**src/rtl/rca_sweep_pkg.sv**
```systemverilog
// ============================================================================
// Module  : rca_sweep_pkg
// Brief   : Shared state encoding and width helpers for the RCA error sweep.
// Revision: 1.0 - initial release
// ============================================================================
`default_nettype none

package rca_sweep_pkg;

    typedef enum logic [1:0] {
        IDLE  = 2'd0,
        SWEEP = 2'd1,
        DONE  = 2'd2
    } state_t;

    function automatic int sum_w(input int w);
        return w + 1;
    endfunction

    function automatic int cnt_w(input int w);
        return 2 * w + 2;
    endfunction

    function automatic int acc_w(input int w);
        return 3 * w + 2;
    endfunction

    // Widths for the default 8-bit operand configuration
    localparam int SUM_W = 9;
    localparam int CNT_W = 18;
    localparam int ACC_W = 26;

endpackage

`default_nettype wire

```
**src/rtl/rca_err_dist.sv**
```systemverilog
// ============================================================================
// Module  : rca_err_dist
// Brief   : Unsigned error distance |S_exact - S_approx| and mismatch flag.
// Revision: 1.0 - initial release
// ============================================================================
`default_nettype none

module rca_err_dist #(
    parameter int SUM_W = 9
) (
    input  logic [SUM_W-1:0] S_exact,
    input  logic [SUM_W-1:0] S_approx,
    output logic [SUM_W-1:0] d,
    output logic             mismatch
);

    always_comb begin
        d        = '0;
        mismatch = (S_exact != S_approx);
        if (S_exact >= S_approx) begin
            d = S_exact - S_approx;
        end else begin
            d = S_approx - S_exact;
        end
    end

endmodule

`default_nettype wire

```
**src/rtl/rca_error_sweep_ctrl.sv**
```systemverilog
// ============================================================================
// Module  : rca_error_sweep_ctrl
// Brief   : Sweeps all operand combinations through an approximate and an
//           exact adder and accumulates error metrics.
//           Optional macro RCA_SWEEP_CIN_EN also sweeps the carry-in.
// Revision: 1.0 - initial release
// ============================================================================
`default_nettype none

module rca_error_sweep_ctrl
    import rca_sweep_pkg::*;
#(
    parameter int WIDTH = 8
) (
    input  logic                 clk,
    input  logic                 rst_n,
    input  logic                 start,
    input  logic                 abort,
    output logic [WIDTH-1:0]     A_out,
    output logic [WIDTH-1:0]     B_out,
    output logic                 Cin_out,
    input  logic [WIDTH:0]       S_approx,
    input  logic [WIDTH:0]       S_exact,
    output logic                 busy,
    output logic                 done,
    output logic [2*WIDTH+1:0]   vec_count,
    output logic [2*WIDTH+1:0]   err_count,
    output logic [WIDTH:0]       max_err,
    output logic [3*WIDTH+1:0]   err_sum
);

    localparam int c_SUM_W = sum_w(WIDTH);
    localparam int c_CNT_W = cnt_w(WIDTH);
    localparam int c_ACC_W = acc_w(WIDTH);

    state_t               r_state;
    state_t               w_state_next;
    logic                 r_start;
    logic [WIDTH-1:0]     r_a;
    logic [WIDTH-1:0]     r_b;
    logic                 r_cin;
    logic [c_CNT_W-1:0]   r_vec;
    logic [c_CNT_W-1:0]   r_err;
    logic [c_SUM_W-1:0]   r_max;
    logic [c_ACC_W-1:0]   r_sum;
    logic                 w_clear;
    logic                 w_step;
    logic                 w_last;
    logic [c_SUM_W-1:0]   w_d;
    logic                 w_mis;

    rca_err_dist #(
        .SUM_W (c_SUM_W)
    ) u_err_dist (
        .S_exact  (S_exact),
        .S_approx (S_approx),
        .d        (w_d),
        .mismatch (w_mis)
    );

`ifdef RCA_SWEEP_CIN_EN
    assign w_last = (&r_a) && (&r_b) && r_cin;
`else
    assign w_last = (&r_a) && (&r_b);
`endif

    always_ff @(posedge clk or negedge rst_n) begin
        if (!rst_n) begin
            r_state <= IDLE;
        end else begin
            r_state <= w_state_next;
        end
    end

    always_comb begin
        w_state_next = r_state;
        w_clear      = 1'b0;
        w_step       = 1'b0;
        case (r_state)
            IDLE, DONE: begin
                if (r_start) begin
                    w_state_next = SWEEP;
                    w_clear      = 1'b1;
                end
            end
            SWEEP: begin
                // abort discards the vector currently on the operands
                if (abort) begin
                    w_state_next = IDLE;
                end else begin
                    w_step = 1'b1;
                    if (w_last) begin
                        w_state_next = DONE;
                    end
                end
            end
            default: w_state_next = IDLE;
        endcase
    end

    always_ff @(posedge clk or negedge rst_n) begin
        if (!rst_n) begin
            r_start <= 1'b0;
            r_a     <= '0;
            r_b     <= '0;
            r_cin   <= 1'b0;
            r_vec   <= '0;
            r_err   <= '0;
            r_max   <= '0;
            r_sum   <= '0;
        end else begin
            // start is only honoured when captured outside SWEEP
            r_start <= start && (r_state != SWEEP);
            if (w_clear) begin
                r_a   <= '0;
                r_b   <= '0;
                r_cin <= 1'b0;
                r_vec <= '0;
                r_err <= '0;
                r_max <= '0;
                r_sum <= '0;
            end else if (w_step) begin
                r_vec <= r_vec + c_CNT_W'(1);
                r_err <= r_err + {{(c_CNT_W-1){1'b0}}, w_mis};
                r_sum <= r_sum + {{(c_ACC_W-c_SUM_W){1'b0}}, w_d};
                if (w_d > r_max) begin
                    r_max <= w_d;
                end
                if (!w_last) begin
                    r_b <= r_b + WIDTH'(1);
                    if (&r_b) begin
                        r_a <= r_a + WIDTH'(1);
`ifdef RCA_SWEEP_CIN_EN
                        if (&r_a) begin
                            r_cin <= ~r_cin;
                        end
`else
                        r_cin <= 1'b0;
`endif
                    end
                end
            end
        end
    end

    assign A_out     = r_a;
    assign B_out     = r_b;
    assign Cin_out   = r_cin;
    assign busy      = (r_state == SWEEP);
    assign done      = (r_state == DONE);
    assign vec_count = r_vec;
    assign err_count = r_err;
    assign max_err   = r_max;
    assign err_sum   = r_sum;

endmodule

`default_nettype wire
```
**config.mk**
```make
export PLATFORM = sky130hd
export DESIGN_NAME = rca_error_sweep_ctrl
export DESIGN_NICKNAME = d
export VERILOG_FILES = /design/src/rtl/rca_sweep_pkg.sv /design/src/rtl/rca_err_dist.sv /design/src/rtl/rca_error_sweep_ctrl.sv
export SDC_FILE = /design/constraint.sdc
export NUM_CORES = 1
export LEC_CHECK = 0
export BUFFER_PORTS_ARGS = -buffer_cell sky130_fd_sc_hd__buf_2
export CAP_MARGIN = 20
export CELL_PAD_IN_SITES_DETAIL_PLACEMENT = 1
export CELL_PAD_IN_SITES_GLOBAL_PLACEMENT = 2
export CORE_ASPECT_RATIO = 1.1
export CORE_MARGIN = 4
export CORE_UTILIZATION = 34
export DETAILED_ROUTE_END_ITERATION = 7
export PLACE_DENSITY = 0.84
export SLEW_MARGIN = 20
export SYNTH_ARGS = -nofsm -noshare
export SYNTH_HDL_FRONTEND = slang
export SYNTH_SLANG_ARGS = --single-unit
```
**constraint.sdc**
```tcl
create_clock -name clk -period 2.9 [get_ports clk]
set_clock_uncertainty 0.2 [all_clocks]
set_input_delay 0.58 -clock clk [delete_from_list [all_inputs] [get_ports clk]]
set_output_delay 0.58 -clock clk [all_outputs]
set_load 0.005 [all_outputs]
```
; Yosys cells after proc, flatten, opt, wreduce, memory -nomap -nowiden
; Cells that the tools add are included.
[totals]
reg_bits = 91
in_bits = 22
out_inout_bits = 90
wordCells = 67
[op_classes]
add_sub_neg = 7
n_lt_le_gt_ge = 2
eq_ne = 7
muxes = 29
reduce_logical = 13
[ops]
columns = op, n
row1 = two-way mux 18 bit, 4
row2 = two-way mux 8 bit, 7
row3 = two-way mux 26 bit, 2
row4 = two-way mux 9 bit, 4
row5 = adder 26 x 9 -> 26 bit, 1
row6 = adder 18 x 1 -> 18 bit, 1
row7 = adder 18 x 1 -> 18 bit (second input constant), 1
row8 = subtractor 9 bit, 2
row9 = adder 8 x 1 -> 8 bit (second input constant), 2
row10 = AND reduction 8 bit, 2
row11 = greater-or-equal comparator 9 bit, 1
row12 = greater-than comparator 9 bit, 1
row13 = != test 9 bit, 1
row14 = two-way mux 1 bit, 8
row15 = two-way mux 2 bit, 3
row16 = AND reduction 2 bit, 3
row17 = nonzero test 2 bit, 3
row18 = != test 2 bit (second input constant), 2
row19 = case mux 2 bit (2 select lines), 1
row20 = != test 3 x 2 -> 1 bit (second input constant), 1
row21 = AND reduction 3 bit, 1
row22 = equality test 2 x 1 -> 1 bit (second input constant), 1
row23 = equality test 2 bit (second input constant), 1
row24 = logical AND 1 bit, 2
row25 = 3 further kinds, 3

; Depth between registers and ports, before layout
[depth]
ltp_word = 6
depth_mapped = 18
ltp_nobuf = 16

; By module
; From an unflattened synthesis, not the netlist that was laid out.
[hier_totals]
hier_cells = 614
hier_area_um2 = 5771.8
[by_module_without_submodules]
columns = module, instances, cells_per_inst, area_each_um2, seq_area_each_um2
row1 = rca_error_sweep_ctrl, 1, 503, 4899.7, 2252.2
row2 = rca_err_dist, 1, 111, 872.1, 0.0

; Least setup slack after synthesis
; No wires, ideal clock.
[synth_path]
path_type = input to register
start = in S_approx[6]
end = reg r_max[1] (netlist: max_err[1])
setup_ps = 125
arrival_ps = 4032
t_required_ps = 2575
setup_slack_ps = -1457
cell_stages = 16
n_path_buf = 3
path_cell_list = inv_1 > ha_1 > buf_4 > a21oi_2 > a21oi_1 > or3_1 > buf_4 > nor2_2 > mux2_1 > ha_1 > a21o_1 > a21o_1 > a2111oi_0 > or2_2 > buf_2 > mux2_2
[synth_via]
elab_chain_cells = 5
elab_cells_between_ends = 10
classes_between = 2 x add/sub / 2 x order compare / 4 x mux / 2 x reduce/logical
[synth_lines]
columns = item, line
row1 = start: declaration, rca_error_sweep_ctrl.sv:22  ; input logic [WIDTH:0] S_approx,
row2 = "subtractor 9 bit, or another cell as far along", rca_err_dist.sv:23  ; d = S_approx - S_exact;
row3 = two-way mux 9 bit (*), rca_err_dist.sv:20  ; if (S_exact >= S_approx) begin
row4 = greater-than comparator 9 bit / two-way mux 9 bit (equally long branches), rca_error_sweep_ctrl.sv:126  ; if (w_d > r_max) begin
row5 = nonzero test 2 bit (no source line) / two-way mux 9 bit (equally long branches), -
row6 = AND reduction 2 bit (no source line) / two-way mux 9 bit (equally long branches), -
row7 = end signal: assignment, rca_error_sweep_ctrl.sv:127  ; r_max <= w_d;
row8 = end: declaration, rca_error_sweep_ctrl.sv:44  ; logic [c_SUM_W-1:0] r_max;
; Mark *: on every way between the ends. The rest lies on a longest branch, timed or not. The select of a mux whose other input is x is not followed.
; A chain may end at the register's enable or synchronous reset.

; Worst setup path after layout
[layout_path]
start = in S_approx[4]
end = reg r_sum[23] (netlist: err_sum[23])
[layout_via]
elab_chain_cells = 5
elab_cells_between_ends = 7
classes_between = 3 x add/sub / 1 x order compare / 3 x mux
[layout_lines]
columns = item, line
row1 = "subtractor 9 bit, or another cell as far along", rca_err_dist.sv:23
row2 = two-way mux 9 bit (*), rca_err_dist.sv:20
row3 = adder 26 x 9 -> 26 bit (*), rca_error_sweep_ctrl.sv:125  ; r_sum <= r_sum + {{(c_ACC_W-c_SUM_W){1'b0}}, w_d};
row4 = two-way mux 26 bit (*), rca_error_sweep_ctrl.sv:122  ; end else if (w_step) begin
row5 = two-way mux 26 bit (*), rca_error_sweep_ctrl.sv:114  ; if (w_clear) begin
row6 = end signal: assignment, rca_error_sweep_ctrl.sv:125
row7 = end: declaration, rca_error_sweep_ctrl.sv:45  ; logic [c_ACC_W-1:0] r_sum;
; Marked as above.

==> flow_metrics.env <==
export IMPL_ys_warn_count=0
export IMPL_irDropWorstVdd_mv=0.327
export IMPL_grt_pass1_wl_mm=31.3
export IMPL_grtUsageTotal_pct=19.9
export IMPL_synth_area_leaders="dfrtp_1, ha_1, xor2_1"
export IMPL_dieArea_sq_um=19200
export IMPL_rsz0062_at_grt="yes"
export IMPL_antenna_found_initial=0
export IMPL_cpMaxStageDelayCell="or4_4"
export IMPL_clkSlewWorstSetupHoldPaths_ps=60
export IMPL_stdcell_count=1063
export IMPL_ys_seq_elements=90
export IMPL_area_growth_pct=53.4
export IMPL_drt_pass1_iter_count=4
export IMPL_tightestPinTransition_ps=824
export IMPL_synth_top_area_share_pct=38.9
export IMPL_critPathMaxStageDelay_ps=510
export IMPL_antenna_left=0
export IMPL_seq_area_frac_synth_pct=38.9
export IMPL_crit_type="input port to register"
export IMPL_setup_viol=32
export IMPL_power_uw=6070
export IMPL_die_h_um=145
export IMPL_cts_made_buffers=9
export IMPL_dp_hpwl_mm=13.7
export IMPL_drc=0
export IMPL_die_x_um=132
export IMPL_drive_above_1_share_pct=47.1
export IMPL_clock_path_buffers=2
export IMPL_multi_input_area_sq_um=4260
export IMPL_final_hold_violation_count=0
export IMPL_drtIter0Drc=207
export IMPL_grt_max_degree=54
export IMPL_synth_top_area_cell="dfrtp_1"
export IMPL_cp_required_ps=2970
export IMPL_status="finished, violations left"
export IMPL_via_per_inst=5.40
export IMPL_power_density_nw_per_um2=684
export IMPL_h_tree_depth=3
export IMPL_synth_cell_types=67
export IMPL_fin_ws_ps=-948
export IMPL_synth_fp_nets=706
export IMPL_failed_checks="setup timing"
export IMPL_num_antenna_cells=0
export IMPL_crit_path_frequent_cell="a21oi_2"
export IMPL_syn_inst=640
export IMPL_synthesis_area_sq_um=5780
export IMPL_synth_commonest_cells="dfrtp_1, nor2_1, nand2_1"
export IMPL_grt_pass1_vias=6195
export IMPL_fin_crit_sh_pct=133
export IMPL_port_buffers=110
export IMPL_regArea_sq_um=2250
export IMPL_place_gp_congestion=0.856
export IMPL_cp_end_kind="register"
export IMPL_slew_headroom_pct=43.7
export IMPL_cp_arrival_ps=3920
export IMPL_ys_flop_type="dfrtp_1"
export IMPL_worstSkewPairLatency_ps=340
export IMPL_io_pins=112
export IMPL_grt_overflow_total=0
export IMPL_cts_sinks=90
export IMPL_period_needed_ps=3850
export IMPL_cts_tree="yes"
export IMPL_fp_row_count=49
export IMPL_power_leakage_uw=0.00412
export IMPL_yosysMostFrequentCell="dfrtp_1"
export IMPL_start_util_pct=34.9
export IMPL_avgSynthCellArea_sq_um=9.04
export IMPL_worst_setup_path_start_kind="input port"
export IMPL_holdBufCountCts=0
export IMPL_hold_class="input port to async pin"
export IMPL_synth_edf_count=0
export IMPL_core_area_sq_um=16600
export IMPL_cp_max_fo=6
export IMPL_design_area_sq_um=8870
export IMPL_fillers=1856
export IMPL_placed_cell_area_sq_um=7340
export IMPL_nNetsFinal=921
export IMPL_cts_root_buf="clkbuf_16"
export IMPL_dp_cells=1011
export IMPL_max_cap_violations=0
export IMPL_routed_wirelength_mm=20.3
export IMPL_drv_slew=0
export IMPL_cp_cell_sequence="buf_2 > inv_2 > ha_4 > nand4_4 > nor4_4 > nor3_4 > buf_6 > a211oi_4 > a21oi_2 > xor2_2 > ha_1 > and3_4 > a31oi_4 > o21ai_2 > a21oi_4 > clkbuf_16 > or4_4 > a21oi_2"
export IMPL_vias=5742
export IMPL_holdWs_ps=15.1
export IMPL_wl_per_cell_um=19.1
export IMPL_synth_async_reset_ratio_pct=100
export IMPL_max_freq_mhz=260
-- critical path: cells and delay by family --
kind | cells | cell delay, ps
AOI/OAI and AO/OA | 6 | 750
adders and majority gates | 2 | 660
and+or+nand+nor | 5 | 1270
xor gates and xnor gates | 1 | 200
buffers and inverters | 4 | 450
-- per-stage QoR --
stage	utilization (%)	setup slack [ps]	setup TNS, ps
detailed placement	44.3	-1470	-45520
global placement	44.3	-1340	-39940
floorplan	-	-982	-26110
CTS	49.6	-823	-23260
global route	53.6	-1090	-29360
finish	53.6	-948	-24880
-- final cells by class --
| class | count | area share, % |
|---|---|---|
| well taps | 204 | 2.88 |
| repair buffers | 231 | 18.5 |
| clock inverters | 4 | 0.578 |
| clock buffers | 11 | 2.85 |
| flip-flops and latches | 90 | 25.4 |
| multi-input cells | 482 | 48.0 |
| inverters | 41 | 1.88 |
-- where the power goes --
group          internal [uW]  switching [uW]
Clock                    711             497
Combinational           1570            1650
Sequential              1420             219
Total                   3700            2370
-- logic make-up after synthesis --
| kind of cell | share of synthesized area [%] |
|---|---|
| AO/OA/AOI/OAI | 15.7 |
| XOR/XNOR | 7.12 |
| adder cells (fa/ha/maj) | 9.91 |
| buffers and inverters | 4.87 |
| flip-flops | 38.9 |
| multiplexers | 1.30 |
| other | 0.0648 |
| AND/OR/NAND/NOR | 22.1 |
-- per-layer routing --
metal	track usage [%]	routed length (um)	up-vias
li1	-	-	2701
met1	22.8	8070	2884
met2	37.7	11000	120
met3	3.42	729	37
met4	6.62	494	0
met5	0	0	-
-- cells in the final DEF, fill, tap and decap left out, drive strengths merged, types with 8 or more instances in the layout --
cell and count:
buf 230, dfrtp 90, nor2 62, nand2 56, inv 41, ha 41, a21oi 39, xor2 34
nand3 34, o21ai 33, nand4 25, or3 14, xnor2 13, clkbuf 12, o31ai 11, a21o 10
o211ai 8, and3 8
-- registers in the layout, indices dropped and copies added, names as in the netlist --
name and flops:
r_state 2, A_out 8, err_sum 26, max_err 9, r_start 1, vec_count 18
B_out 8, err_count 18
-- repair_timing --
action,in CTS,in global routing
cloned,0,1
setup buffers,17,25
resized for setup,84,101
pin swaps,48,44
endpoints found under the setup margin,37,45
-- final timing paths --
path / to / from / slack [ps] / cells after the start
min in group clk: r_state[1] / r_start / 290 / 1
hold / removal: vec_count[9] / rst_n / 20 / 1
setup / recovery: err_sum[23] / S_approx[4] / -950 / 18
hold reg to reg: r_state[1] / r_start / 290 / 1
setup reg to reg: err_sum[16] / err_sum[0] / 380 / 9
max in group asynchronous: max_err[8] / rst_n / 1800 / 2
(Power assumes the default switching activity.)
